<file path="src/rtl/disp_mux_hms.sv">
// disp_mux_hms: frame-coherent 6-digit BCD time scanner for a common-anode 7-segment display.
// Optional field blinking is compiled in with `define DMUX_BLINK_EN.
module disp_mux_hms #(
    parameter int SCAN_DIV = 50000
`ifdef DMUX_BLINK_EN
   ,parameter int BLINK_DIV = 12500000
`endif
) (
    input  logic       dmux_clock,
    input  logic       dmux_reset,
    input  logic [1:0] dmux_h_Msd,
    input  logic [3:0] dmux_h_Lsd,
    input  logic [2:0] dmux_m_Msd,
    input  logic [3:0] dmux_m_Lsd,
    input  logic [2:0] dmux_s_Msd,
    input  logic [3:0] dmux_s_Lsd,
`ifdef DMUX_BLINK_EN
    input  logic [1:0] dmux_blink_sel,
`endif
    output logic [5:0] dmux_an,
    output logic [6:0] dmux_seg,
    output logic       dmux_dp
);

    localparam int PW = $clog2(SCAN_DIV);
    localparam logic [PW-1:0] PLAST = PW'(SCAN_DIV - 1);

    logic [PW-1:0]   presc_q, presc_d;
    logic [2:0]      idx_q, idx_d;
    logic [5:0][3:0] snap_q, snap_d;
    logic [5:0]      an_q, an_d;
    logic [6:0]      seg_q, seg_d;
    logic            dp_q, dp_d;
    logic            wrap;
    logic [3:0]      digit;
    logic [1:0]      field;

    function automatic logic [6:0] bcd_to_seg(input logic [3:0] d);
        logic [6:0] s;
        case (d)
            4'd0:    s = 7'h40;
            4'd1:    s = 7'h79;
            4'd2:    s = 7'h24;
            4'd3:    s = 7'h30;
            4'd4:    s = 7'h19;
            4'd5:    s = 7'h12;
            4'd6:    s = 7'h02;
            4'd7:    s = 7'h78;
            4'd8:    s = 7'h00;
            4'd9:    s = 7'h10;
            default: s = 7'h3F;
        endcase
        return s;
    endfunction

`ifdef DMUX_BLINK_EN
    localparam int BW = $clog2(BLINK_DIV);
    localparam logic [BW-1:0] BLAST = BW'(BLINK_DIV - 1);

    logic [BW-1:0] bcnt_q, bcnt_d;
    logic          phase_q, phase_d;

    always_comb begin
        bcnt_d  = bcnt_q + 1'b1;
        phase_d = phase_q;
        if (bcnt_q == BLAST) begin
            bcnt_d  = '0;
            phase_d = ~phase_q;
        end
    end

    always_ff @(posedge dmux_clock or negedge dmux_reset) begin
        if (!dmux_reset) begin
            bcnt_q  <= '0;
            phase_q <= 1'b0;
        end else begin
            bcnt_q  <= bcnt_d;
            phase_q <= phase_d;
        end
    end
`endif

    always_comb begin
        wrap    = (presc_q == PLAST);
        presc_d = wrap ? '0 : presc_q + 1'b1;
        idx_d   = idx_q;
        snap_d  = snap_q;
        if (wrap) begin
            idx_d = (idx_q == 3'd5) ? 3'd0 : idx_q + 3'd1;
        end
        // A new frame starts with idx 5->0: latch one coherent time.
        if (wrap && (idx_q == 3'd5)) begin
            snap_d[0] = {2'b00, dmux_h_Msd};
            snap_d[1] = dmux_h_Lsd;
            snap_d[2] = {1'b0, dmux_m_Msd};
            snap_d[3] = dmux_m_Lsd;
            snap_d[4] = {1'b0, dmux_s_Msd};
            snap_d[5] = dmux_s_Lsd;
        end
    end

    always_comb begin
        digit = snap_d[0];
        field = 2'b01;
        case (idx_d)
            3'd0: begin digit = snap_d[0]; field = 2'b01; end
            3'd1: begin digit = snap_d[1]; field = 2'b01; end
            3'd2: begin digit = snap_d[2]; field = 2'b10; end
            3'd3: begin digit = snap_d[3]; field = 2'b10; end
            3'd4: begin digit = snap_d[4]; field = 2'b11; end
            3'd5: begin digit = snap_d[5]; field = 2'b11; end
            default: begin digit = 4'd0; field = 2'b00; end
        endcase
    end

    always_comb begin
        an_d  = 6'h3F;
        seg_d = 7'h7F;
        dp_d  = 1'b1;
        // Slot 0 of each digit stays dark to hide ghosting.
        if (presc_d != '0) begin
            an_d  = ~(6'b1 << idx_d);
            seg_d = bcd_to_seg(digit);
            dp_d  = ~((idx_d == 3'd1) | (idx_d == 3'd3));
`ifdef DMUX_BLINK_EN
            if (phase_d && (dmux_blink_sel != 2'b00) && (dmux_blink_sel == field)) begin
                seg_d = 7'h7F;
            end
`endif
        end
    end

    always_ff @(posedge dmux_clock or negedge dmux_reset) begin
        if (!dmux_reset) begin
            presc_q <= '0;
            idx_q   <= 3'd0;
            snap_q  <= '0;
            an_q    <= 6'h3F;
            seg_q   <= 7'h7F;
            dp_q    <= 1'b1;
        end else begin
            presc_q <= presc_d;
            idx_q   <= idx_d;
            snap_q  <= snap_d;
            an_q    <= an_d;
            seg_q   <= seg_d;
            dp_q    <= dp_d;
        end
    end

    assign dmux_an  = an_q;
    assign dmux_seg = seg_q;
    assign dmux_dp  = dp_q;

endmodule

</file>
<file path="config.mk">
export PLATFORM = sky130hd
export DESIGN_NAME = disp_mux_hms
export DESIGN_NICKNAME = d
export VERILOG_FILES = /design/src/rtl/disp_mux_hms.sv
export SDC_FILE = /design/constraint.sdc
export NUM_CORES = 1
export LEC_CHECK = 0
export BUFFER_PORTS_ARGS = -buffer_cell sky130_fd_sc_hd__buf_2
export CORE_MARGIN = 10
export CORE_UTILIZATION = 40
export CTS_CLUSTER_SIZE = 20
export DETAILED_ROUTE_END_ITERATION = 6
export SYNTH_ARGS = -nofsm -noshare
export SYNTH_HDL_FRONTEND = slang
export SYNTH_SLANG_ARGS = --single-unit
</file>
<file path="constraint.sdc">
create_clock -name dmux_clock -period 7.55 [get_ports dmux_clock]
set_clock_uncertainty 0.05 [all_clocks]
set_input_delay 0.755 -clock dmux_clock [delete_from_list [all_inputs] [get_ports dmux_clock]]
set_output_delay 0.755 -clock dmux_clock [all_outputs]
set_load 0.005 [all_outputs]
</file>
==> impl_metrics.ini <==
[die]
coreArea_um2 = 7730
die_area_um2 = 11900
start_util = 0.412
pin_count = 36
rows = 32
die_h_um = 109
die_x_um = 109

[power_and_ir_drop]
power_w = 0.000555
power-per-cell-area_nw_per_um2 = 156
vdd_drop_max_uv = 86.5
power_leakage_nw = 1.58

[clock_network]
cts.sinks = 57
cts_root_buf = clkbuf_8
cts_setup_buffers = 0
clk_path_buf_depth = 2
cts.repair.resized = 0
h-tree-depth = 3
cts_tree = done
clkTransAtPathRegs_ns = 0.06
cts_made_buffers = 9
clock_latency_ns = 0.35
cts_hold_buf = 0

[synth]
synth_cell_types = 58
syn_nets = 341
synth_top_area_frac = 0.338
synth_ff_type = dfrtp_1
ys_seq_area_frac = 0.454
synthArstFlopShare = 1.00
postSynthAreaPerCell_um2 = 10.2
synth_top_area_cell = dfrtp_1
syn_area_um2 = 3180
yosysMostFrequentCell = dfrtp_1
synth_area_leaders = dfrtp_1 34%, dfstp_2 12%, mux2_2 8.1%, mux2i_1 4.1%, nand2_1 4.0%
ys_ff_latch = 57
yosysWarnings = 0
synth_cells = 313
synth_edf_count = 0
synth_top_cells_by_count = 43 x dfrtp_1, 34 x nand2_1, 23 x mux2_2

[timing]
setup-violations-final = 0
fin_ws_ns = 3.60
period_needed_ns = 3.95
rsz0062_at_grt = false
maxSlewViolCount = 0
totalNegativeSetupSlack_ns = 0
fin_crit_sh = 0.523
max_freq_mhz = 253
hold_viol_final = 0
maxSlewHeadroom = 0.288
worstMarginPinSlew_ns = 1.06

[final_layout]
post-route-util = 0.461
final_layout_size_suffix_gt1_frac = 0.278
area_growth_pct = 12.1
n_antenna_cell = 0
nets = 368

[critical_path]
crit_arrival_ns = 4.17
required_ns = 7.77
cp-end-kind = flip-flop
path_max_fanout = 9
path_class = flip-flop to flip-flop
critPathLaunchType = flip-flop

[placed_design]
globalplace.congestion = 0.846
pre_cts_ws_ns = 3.62
place_hpwl_mm = 5.04
portBuffers = 35

[global_routing]
antenna_found_initial = 0
grt_overflow_total = 0
grt_max_degree = 58
grtUsageTotal = 0.131
grt_pass1_vias = 2479
grt_pass1_wl_mm = 12.4

[routing]
ant_nets = 0
routed_wirelength_mm = 7.15
drt_iter0_markers = 141
routedWlPerCell_um = 16.0
routed_via_density = 5.42
drc = 0
drtPass1Iterations = 4
vias = 2424

[worst_hold_path]
hold_class = flip-flop to flip-flop

[outcome]
status = finished clean

[flow_run]
drv_cap = 0
[worst paths after layout]
| path | start | end | slack (ns) | cells past startpoint |
|---|---|---|---|---|
| setup / recovery | presc_q[10] | dmux_seg[3] | 3.60 | 8 |
| hold / removal | snap_q[21] | snap_q[21] | 0.47 | 1 |
| setup reg to reg | presc_q[10] | dmux_seg[3] | 3.60 | 8 |
| hold reg to reg | snap_q[21] | snap_q[21] | 0.47 | 1 |
| max in group asynchronous | dmux_reset | idx_q[0] | 6.47 | 2 |
| min in group asynchronous | dmux_reset | presc_q[6] | 0.49 | 2 |
[sequential cells by signal (all words and copies together), names as in the netlist]
signal	flops
snap_q	24
dmux_seg	7
presc_q	16
dmux_an	6
dmux_dp	1
idx_q	3
[metal layers]
layer,global-route usage,wire length (µm)
met3,0.0407,376
met4,0.0520,148
met1,0.175,3370
met5,0,0
met2,0.193,3250
[cells in the final DEF (no fill, tap or decap), drive strengths merged, types with 2 or more instances in the layout]
cell type,n
o211ai,4
and2,3
and4b,2
nor4,6
a21oi,3
o2bb2ai,2
xor2,7
xnor2,10
dfrtp,43
o21ai,11
nand3b,2
dfstp,14
nand2,34
mux2i,13
buf,37
ha,6
clkbuf,12
a21o,2
clkinv,5
o32a,3
nand4,14
nand3,16
mux2,23
nor2b,7
nor3,6
and3,5
inv,8
nor2,22
[layout make-up]
type                            instances  area (µm²)
Clock buffer                           12         135
Clock inverter                          4        22.5
Fill cell                             737        4160
Inverter                               10        38.8
Multi-Input combinational cell        225        1610
Sequential cell                        57        1440
Tap cell                              102         128
Timing Repair Buffer                   37         190
[per-stage QoR]
step	cell area [µm²]	hold WS, ns	instances
final	3570	0.466	447
after global routing	3570	0.503	447
after CTS	3570	0.472	447
after detailed placement	3410	0.457	431
after global placement	3410	0.447	431
after floorplan	3180	0.409	313
[critical path, cell delays in order, from the launching register on]
cell      delay (ns)
dfrtp_1         0.48
or4_4           0.59
nor4_4          0.55
xnor2_1         0.29
o21ai_0         0.15
a211oi_1        0.90
inv_1           0.16
ha_1            0.35
o32a_1          0.34
[logic make-up after synthesis]
family,Yosys count,synth area share
simple gates,126,0.211
compound gates,39,0.0932
xor+xnor,17,0.0468
fa+ha+maj,6,0.0236
buf+inv,31,0.0421
mux,37,0.129
flops,57,0.454
[power by group]
| part | total, W | switching (W) | internal [W] | leakage, nW |
|---|---|---|---|---|
| clock | 0.000238 | 0.000120 | 0.000117 | 0.0801 |
| sequential | 0.000306 | 0 | 0.000306 | 0.732 |
| combinational | 0.0000116 | 0.00000736 | 0.00000424 | 0.770 |
| total | 0.000555 | 0.000128 | 0.000427 | 1.58 |
Note: power is estimated with default switching activity, not from simulation.
